===== src/rtl/sobel_pixel_feeder_if.sv =====
// Pixel feeder bus: frame-memory read port plus the gray-pixel
// valid/ready handshake towards sobel_control.
interface sobel_pixel_feeder_if #(
  parameter int PX_W   = 15,
  parameter int ADDR_W = 17
);
  logic              mem_rd_en;
  logic [ADDR_W-1:0] mem_addr;
  logic [PX_W-1:0]   mem_rd_data;
  logic              req_read;
  logic              ack_read;
  logic [PX_W-1:0]   input_px_gray;
  logic [8:0]        px_col;
  logic [7:0]        px_row;

  modport master (
    output mem_rd_en,
    output mem_addr,
    input  mem_rd_data,
    input  req_read,
    output ack_read,
    output input_px_gray,
    output px_col,
    output px_row
  );

  modport slave (
    input  mem_rd_en,
    input  mem_addr,
    output mem_rd_data,
    output req_read,
    input  ack_read,
    input  input_px_gray,
    input  px_col,
    input  px_row
  );
endinterface


===== src/rtl/sobel_pixel_feeder.sv =====
// Raster-order gray frame reader: 1-cycle sync memory feeding a
// 2-entry (output + skid) prefetch for 1 px/cycle delivery.
module sobel_pixel_feeder #(
  parameter int WIDTH  = 320,
  parameter int HEIGHT = 240,
  parameter int PX_W   = 15,
  parameter int ADDR_W = 17
) (
  input  logic sobel_clk,
  input  logic reset,
  input  logic start,
  output logic busy,
  output logic frame_done,
  sobel_pixel_feeder_if.master bus
);

  localparam int COL_W = (WIDTH > 1) ? $clog2(WIDTH) : 1;
  localparam int ROW_W = (HEIGHT > 1) ? $clog2(HEIGHT) : 1;
  localparam logic [ADDR_W:0] NPIX = (ADDR_W+1)'(WIDTH * HEIGHT);
  localparam logic [COL_W-1:0] COL_LAST = COL_W'(WIDTH - 1);
  localparam logic [ROW_W-1:0] ROW_LAST = ROW_W'(HEIGHT - 1);

  typedef enum logic [1:0] {
    IDLE,
    RUN,
    DONE
  } state_e;

  state_e            state_q, state_d;
  logic [ADDR_W:0]   rd_addr_q, rd_addr_d;
  logic              infl_q, infl_d;
  logic              out_vld_q, out_vld_d;
  logic [PX_W-1:0]   out_q, out_d;
  logic              skid_vld_q, skid_vld_d;
  logic [PX_W-1:0]   skid_q, skid_d;
  logic [COL_W-1:0]  col_q, col_d;
  logic [ROW_W-1:0]  row_q, row_d;

  logic       xfer;
  logic       last;
  logic       issue;
  logic [2:0] occ;

  always_comb begin
    state_d    = state_q;
    rd_addr_d  = rd_addr_q;
    out_vld_d  = out_vld_q;
    out_d      = out_q;
    skid_vld_d = skid_vld_q;
    skid_d     = skid_q;
    col_d      = col_q;
    row_d      = row_q;

    xfer = out_vld_q & bus.req_read;
    last = (col_q == COL_LAST) && (row_q == ROW_LAST);
    occ  = 3'(out_vld_q) + 3'(skid_vld_q) + 3'(infl_q) - 3'(xfer);
    issue = (state_q == RUN) && (rd_addr_q < NPIX) && (occ < 3'd2);

    infl_d = issue;
    if (issue) begin
      rd_addr_d = rd_addr_q + 1'b1;
    end

    // Drain first so returning data sees the post-transfer occupancy.
    if (xfer) begin
      out_vld_d  = skid_vld_q;
      out_d      = skid_vld_q ? skid_q : out_q;
      skid_vld_d = 1'b0;
      if (!last) begin
        if (col_q == COL_LAST) begin
          col_d = '0;
          row_d = row_q + 1'b1;
        end else begin
          col_d = col_q + 1'b1;
        end
      end
    end

    if (infl_q) begin
      if (!out_vld_d) begin
        out_d     = bus.mem_rd_data;
        out_vld_d = 1'b1;
      end else begin
        skid_d     = bus.mem_rd_data;
        skid_vld_d = 1'b1;
      end
    end

    unique case (state_q)
      IDLE: begin
        if (start) begin
          state_d   = RUN;
          rd_addr_d = '0;
          col_d     = '0;
          row_d     = '0;
        end
      end
      RUN: begin
        if (xfer && last) begin
          state_d = DONE;
        end
      end
      DONE: state_d = IDLE;
      default: state_d = IDLE;
    endcase
  end

  always_ff @(posedge sobel_clk or negedge reset) begin
    if (!reset) begin
      state_q    <= IDLE;
      rd_addr_q  <= '0;
      infl_q     <= 1'b0;
      out_vld_q  <= 1'b0;
      out_q      <= '0;
      skid_vld_q <= 1'b0;
      skid_q     <= '0;
      col_q      <= '0;
      row_q      <= '0;
    end else begin
      state_q    <= state_d;
      rd_addr_q  <= rd_addr_d;
      infl_q     <= infl_d;
      out_vld_q  <= out_vld_d;
      out_q      <= out_d;
      skid_vld_q <= skid_vld_d;
      skid_q     <= skid_d;
      col_q      <= col_d;
      row_q      <= row_d;
    end
  end

  assign bus.mem_rd_en     = issue;
  assign bus.mem_addr      = rd_addr_q[ADDR_W-1:0];
  assign bus.ack_read      = out_vld_q;
  assign bus.input_px_gray = out_q;
  assign bus.px_col        = 9'(col_q);
  assign bus.px_row        = 8'(row_q);
  assign busy              = (state_q == RUN);
  assign frame_done        = (state_q == DONE);

endmodule

===== src/flat_wrapper.sv =====
// flat-port wrapper written by rule: the top's interface ports become plain ports
module sobel_pixel_feeder_flat 
#(
  parameter int WIDTH  = 320,
  parameter int HEIGHT = 240,
  parameter int PX_W   = 15,
  parameter int ADDR_W = 17
)
  (sobel_clk, reset, start, busy, frame_done, bus_mem_rd_en, bus_mem_addr, bus_mem_rd_data, bus_req_read, bus_ack_read, bus_input_px_gray, bus_px_col, bus_px_row);
  sobel_pixel_feeder_if #(.PX_W(PX_W), .ADDR_W(ADDR_W)) bus_i ();
  input  logic sobel_clk;
  input  logic reset;
  input  logic start;
  output logic busy;
  output logic frame_done;
  output wire logic [$bits(bus_i.mem_rd_en)-1:0] bus_mem_rd_en;
  output wire logic [$bits(bus_i.mem_addr)-1:0] bus_mem_addr;
  input wire logic [$bits(bus_i.mem_rd_data)-1:0] bus_mem_rd_data;
  input wire logic [$bits(bus_i.req_read)-1:0] bus_req_read;
  output wire logic [$bits(bus_i.ack_read)-1:0] bus_ack_read;
  output wire logic [$bits(bus_i.input_px_gray)-1:0] bus_input_px_gray;
  output wire logic [$bits(bus_i.px_col)-1:0] bus_px_col;
  output wire logic [$bits(bus_i.px_row)-1:0] bus_px_row;
  assign bus_mem_rd_en = bus_i.mem_rd_en;
  assign bus_mem_addr = bus_i.mem_addr;
  assign bus_i.mem_rd_data = bus_mem_rd_data;
  assign bus_i.req_read = bus_req_read;
  assign bus_ack_read = bus_i.ack_read;
  assign bus_input_px_gray = bus_i.input_px_gray;
  assign bus_px_col = bus_i.px_col;
  assign bus_px_row = bus_i.px_row;
  sobel_pixel_feeder #(.WIDTH(WIDTH), .HEIGHT(HEIGHT), .PX_W(PX_W), .ADDR_W(ADDR_W)) u_core (.sobel_clk(sobel_clk), .reset(reset), .start(start), .busy(busy), .frame_done(frame_done), .bus(bus_i));
endmodule

===== config.mk =====
export PLATFORM = sky130hd
export DESIGN_NAME = sobel_pixel_feeder_flat
export DESIGN_NICKNAME = d
export VERILOG_FILES = /design/src/rtl/sobel_pixel_feeder_if.sv /design/src/rtl/sobel_pixel_feeder.sv /design/src/flat_wrapper.sv
export SDC_FILE = /design/constraint.sdc
export NUM_CORES = 1
export LEC_CHECK = 0
export BUFFER_PORTS_ARGS = -buffer_cell sky130_fd_sc_hd__clkbuf_2
export CAP_MARGIN = 20
export CELL_PAD_IN_SITES_DETAIL_PLACEMENT = 0
export CELL_PAD_IN_SITES_GLOBAL_PLACEMENT = 1
export CORE_UTILIZATION = 38
export DETAILED_ROUTE_END_ITERATION = 8
export PLACE_DENSITY_LB_ADDON = 0.1
export SLEW_MARGIN = 0
export SYNTH_ARGS = -nofsm -noshare
export SYNTH_HDL_FRONTEND = slang
export SYNTH_SLANG_ARGS = --single-unit

===== constraint.sdc =====
create_clock -name sobel_clk -period 2.3 [get_ports sobel_clk]
set_input_delay 0.46 -clock sobel_clk [delete_from_list [all_inputs] [get_ports sobel_clk]]
set_output_delay 0.46 -clock sobel_clk [all_outputs]
set_load 0.02 [all_outputs]

Yosys cells after proc, flatten, opt, wreduce, memory -nomap -nowiden

Index checks and enable logic that the tools add are counted.

Add/sub/neg operators: 6
Magnitude comparators: 2
Equal/unequal tests: 6
Mux-type cells: 25
Bitwise logic cells: 1
Reductions and logical operators: 7

Operators by type and width:

| operator                | number |
|---|---|
| $mux W15                | 4 |
| $mux W18                | 3 |
| $mux W9                 | 5 |
| $mux W8                 | 5 |
| $add A18 B1 Y18 const B | 1 |
| $lt A18 B17 Y1 const B  | 1 |
| $add A9 B1 Y9 const B   | 1 |
| $eq A9 B9 Y1 const B    | 1 |
| $add A8 B1 Y8 const B   | 1 |
| $eq A8 B8 Y1 const B    | 1 |
| $mux W1                 | 5 |
| $logic_and A1 B1 Y1     | 4 |
| $mux W2                 | 2 |
| $pmux W2 S2             | 1 |
| $reduce_and A2 Y1       | 2 |
| $add A3 B1 Y3           | 1 |
| $lt A3 B2 Y1 const B    | 1 |
| $sub A3 B1 Y3           | 1 |
| $add A1 B1 Y2           | 1 |
| $eq A2 B1 Y1 const B    | 1 |
| $eq A2 B2 Y1 const B    | 1 |
| $logic_not A2 Y1        | 1 |
| $ne A2 B1 Y1 const B    | 1 |
| $ne A2 B2 Y1 const B    | 1 |
| $and A1 B1 Y1           | 1 |

Flip-flop bits (word level): 70
Word-level logic and storage cells: 56

Longest topological paths before layout

Word-level depth: 8
Depth in mapped cells: 7

Worst setup path after synthesis

Ideal clock, no wire load.

Path kind: register -> output
Start point: reg u_core.out_vld_q (netlist: u_core.bus.ack_read)
End point: out bus_mem_rd_en
Data arrival time: 1.960 ns
Data required time: 1.840 ns
Slack: -0.120 ns
Stages on the path, launching flop included: 7
Path buffers: 1
Path through: dfrtp_1 ha_1 nand3b_1 o22ai_1 xor2_1 clkbuf_1 nor2_1

Cells in the longest elaborated chain, start to end: 5
Elaborated cells on any way between the ends: 6
Those cells by class: 3 x add/sub; 1 x order compare; 1 x bitwise; 1 x reduce/logical

Ends and longest elaborated chain:

| element                  | RTL line                  | RTL |
|---|---|---|
| start: declaration       | sobel_pixel_feeder.sv:32  | `logic out_vld_q, out_vld_d;` |
| start signal: assignment | sobel_pixel_feeder.sv:123 | `out_vld_q <= out_vld_d;` |
| $add A1 B1 Y2            | sobel_pixel_feeder.sv:56  | `occ = 3'(out_vld_q) + 3'(skid_vld_q) + 3'(infl_q) - 3'(xfer);` |
| $add A3 B1 Y3            | sobel_pixel_feeder.sv:56  |  |
| $sub A3 B1 Y3 (*)        | sobel_pixel_feeder.sv:56  |  |
| $lt A3 B2 Y1 (*)         | sobel_pixel_feeder.sv:57  | `issue = (state_q == RUN) && (rd_addr_q < NPIX) && (occ < 3'd2);` |
| $logic_and A1 B1 Y1 (*)  | sobel_pixel_feeder.sv:57  |  |
| end: declaration         | flat_wrapper.sv:16        | `output wire logic [$bits(bus_i.mem_rd_en)-1:0] bus_mem_rd_en;` |

Every way passes the cells marked *; elsewhere a longest branch is shown, timed or not.

Worst setup path in the final report

Ends and elaborated chain as after synthesis.

==> flow_summary.yaml <==
min_path:
  hold_class: "input port to async pin"
sta:
  slew_viol_final: 0
  post-route-period-util_pct: 102
  tightestPinTransition_ns: 0.589
  fin_worst_skew_ns: 0.0102
  holdWs_ns: 0.0690
  max_freq_mhz: 428
  worst_slack_ns: -0.0349
  finalSetupViolations: 1
  finalCriticalPeriod_ns: 2.33
  timing.slew.headroom_pct: 60.6
  grt_setup_unrepaired: "true"
  hold_violations: 0
synth:
  synth_top_area_share_pct: 50.0
  synth_seq_cells: 70
  ys_types: 44
  avgSynthCellArea_um2: 10.2
  ys_async_sr_fraction_pct: 100
  synthTopCellsByArea: "dfrtp_1 50%, mux2i_1 6.3%, mux2_2 5.1%"
  synth_largest_area_cell: "dfrtp_1"
  ys_seq_area_share_pct: 50.0
  synth_cells: 344
  syn_area_um2: 3500
  yosys_most_used_dff: "dfrtp_1"
  ys_warn_count: 0
  syn-num-nets: 367
  synth_edf_count: 0
finish:
  area_growth_pct: 22.0
  utilization_pct: 48.5
  final_nets: 439
  diodes: 0
  fin_area_um2: 4270
  layout-drive-gt1-share_pct: 31.1
  n_fill_cell: 844
global_route:
  grt_pass1_wl_um: 13500
  overflow: 0
  track_usage_pct: 17.8
  grt_pass1_vias: 2785
  grt_max_degree: 31
  antenna_found_initial: 0
pwr:
  leakage_uw: 0.00202
  cellPowerDensity_nw_per_um2: 1240
  power_uw: 5300
  irDropWorstVdd_uv: 520
routing:
  first_iter_violations: 94
  via_per_inst: 5.22
  vias: 2763
  firstDrtPassIters: 6
  wl_per_cell_um: 15.3
  drc_errors: 3
  ant_nets: 0
  drt-total-wl_um: 8090
critical_path:
  crit_type: "flip-flop to primary output"
  crit_chain: "ha_1 > nand3b_1 > o22ai_2 > xor2_2 > buf_12 > nor2_4 > buf_8"
  crit_slowest_cell: "dfrtp_1"
  start_kind: "flip-flop"
  slowest_delay_ns: 0.39
  crit_path_end_kind: "primary output"
  critPathArrivalTime_ns: 1.87
  cp-startpoint: "u_core.bus.ack_read"
  r2r_start: "u_core.bus.ack_read"
  cp_max_fo: 2
  crit_required_ns: 1.84
  critPathTopFamily: "flip-flops"
  cp_num_buf_inv: 2
place:
  place.gp.congestion: 0.802
  port_buffers: 71
  dp_hpwl_um: 5510
  dpl_worst_slack_ns: 0.158
  placed_cell_area_um2: 3960
floorplanning:
  rows: 34
  die_h_um: 98
  start_util_pct: 39.8
  die_x_um: 98
  pin_count: 72
  core_area_um2: 8810
  dieArea_um2: 9600
clock_tree:
  numCtsBuffers: 9
  htree_levels: 3
  cts_root_buf: "clkbuf_8"
  worst_skew_pair.late_latency_ns: 0.35
  cts_buffer_depth: 2
  cts-hold-fix-buffers: 0
  clk_pin_slew_ns: 0.08
  cts_tree: "done"
  clkSinkCount: 70
outcome:
  outcome: "complete, but fails checks"
  violations: "design-rule violations, negative setup slack"
run:
  cap_violations: 0
-- power breakdown --
part / switching, µW / internal (µW)
Combinational: 1210 / 1100
Clock: 488 / 618
Sequential: 266 / 1620
Total: 1970 / 3340
-- placed cells by master (no fill, tap or decap), types with 3 or more instances in the layout --
cell type	n
mux2_2	16
o21ai_0	25
and2_1	4
or4_1	6
nand2b_1	4
mux2i_1	22
o31ai_1	7
a21oi_1	11
nor3b_1	3
and3_1	4
nor2_1	19
nor3_1	8
clkbuf_8	9
xor2_1	7
nor2b_1	3
clkbuf_2	69
buf_4	17
inv_1	7
nand3_1	10
dfrtp_1	70
ha_1	4
nand4_1	8
o21a_1	3
nand2_1	43
-- area by class of cell --
class                           count  area, µm²  share of cell area [%]
Multi-Input combinational cell    237       1570                    36.8
Timing Repair Buffer               91        566                    13.2
Sequential cell                    70       1750                    41.0
Clock inverter                      6       93.8                    2.20
Inverter                            7       26.3                   0.615
Clock buffer                       10        128                    2.99
Tap cell                          108        135                    3.16
-- cell usage after synthesis (3+ instances only) --
master / number
and3_1: 4
nor3_1: 8
mux2_2: 16
clkbuf_1: 11
nand3_1: 10
or4_1: 7
o21a_1: 3
o31ai_1: 7
nand2b_1: 4
a21oi_1: 12
o21ai_0: 25
buf_4: 17
inv_1: 7
dfrtp_1: 70
nand4_1: 8
nor2_1: 20
mux2i_1: 22
nor2b_1: 3
and2_1: 4
nand2_1: 43
ha_1: 4
xor2_1: 8
nor3b_1: 3
-- state kept, by name (all words and copies together), names as in the netlist, 2 cells and up --
name,cells
u_core.bus.px_row,8
u_core.rd_addr_q,18
u_core.skid_q,15
u_core.state_q,2
u_core.bus.input_px_gray,15
u_core.bus.px_col,9
-- path summary, 6_finish.rpt --
kind / cells past startpoint / to / slack (ns)
min reg2reg: 1 / u_core.skid_q[7] / 0.51
max: 7 / bus_mem_rd_en / -0.03
min: 1 / u_core.rd_addr_q[11] / 0.07
max in group asynchronous: 2 / u_core.bus.px_row[5] / 1.60
min in group sobel_clk: 3 / u_core.bus.input_px_gray[7] / 0.33
max reg2reg: 8 / u_core.rd_addr_q[12] / 0.07
-- layer usage --
metal	global-route usage [%]	wire length, µm	vias up
li1	-	-	1355
met1	23.2	3830	1344
met2	27.7	3750	54
met3	4.72	364	10
met4	8.39	145	0
met5	0	0	-
-- worst register-to-register path, cell delays in order (launching register included) --
cell and delay [ns]:
dfrtp_1 0.39, ha_1 0.31, nand3b_1 0.17, o22ai_2 0.14, xor2_2 0.12, buf_4 0.15, bufbuf_16 0.27, or4_1 0.46
a21oi_1 0.15
-- per-stage QoR --
stage | cells | setup TNS (ns)
5_1_grt | 529 | -0.188
3_5_place_dp | 508 | 0
3_3_place_gp | 508 | 0
4_1_cts | 528 | -0.0613
6_report | 529 | -0.0349
2_1_floorplan | 344 | 0
-- repair_timing --
item | CTS | global route
resized for setup | 4 | 3
buffers inserted | 3 | 1
endpoints found under the setup margin | 1 | 5
pin swaps | 3 | 3
gates cloned | 1 | 0
-- logic make-up (layout without fill, tap and decap cells) --
kind of cell,Yosys count,count (layout),synth area share [%]
AO/OA/AOI/OAI,60,60,10.8
XOR/XNOR,10,10,2.50
adder cells (fa/ha/maj),4,4,1.43
buffers and inverters,37,114,5.86
flip-flops,70,70,50.0
multiplexers,38,38,11.4
AND/OR/NAND/NOR,125,125,17.9
No activity file was read; power rests on OpenSTA's default activity.
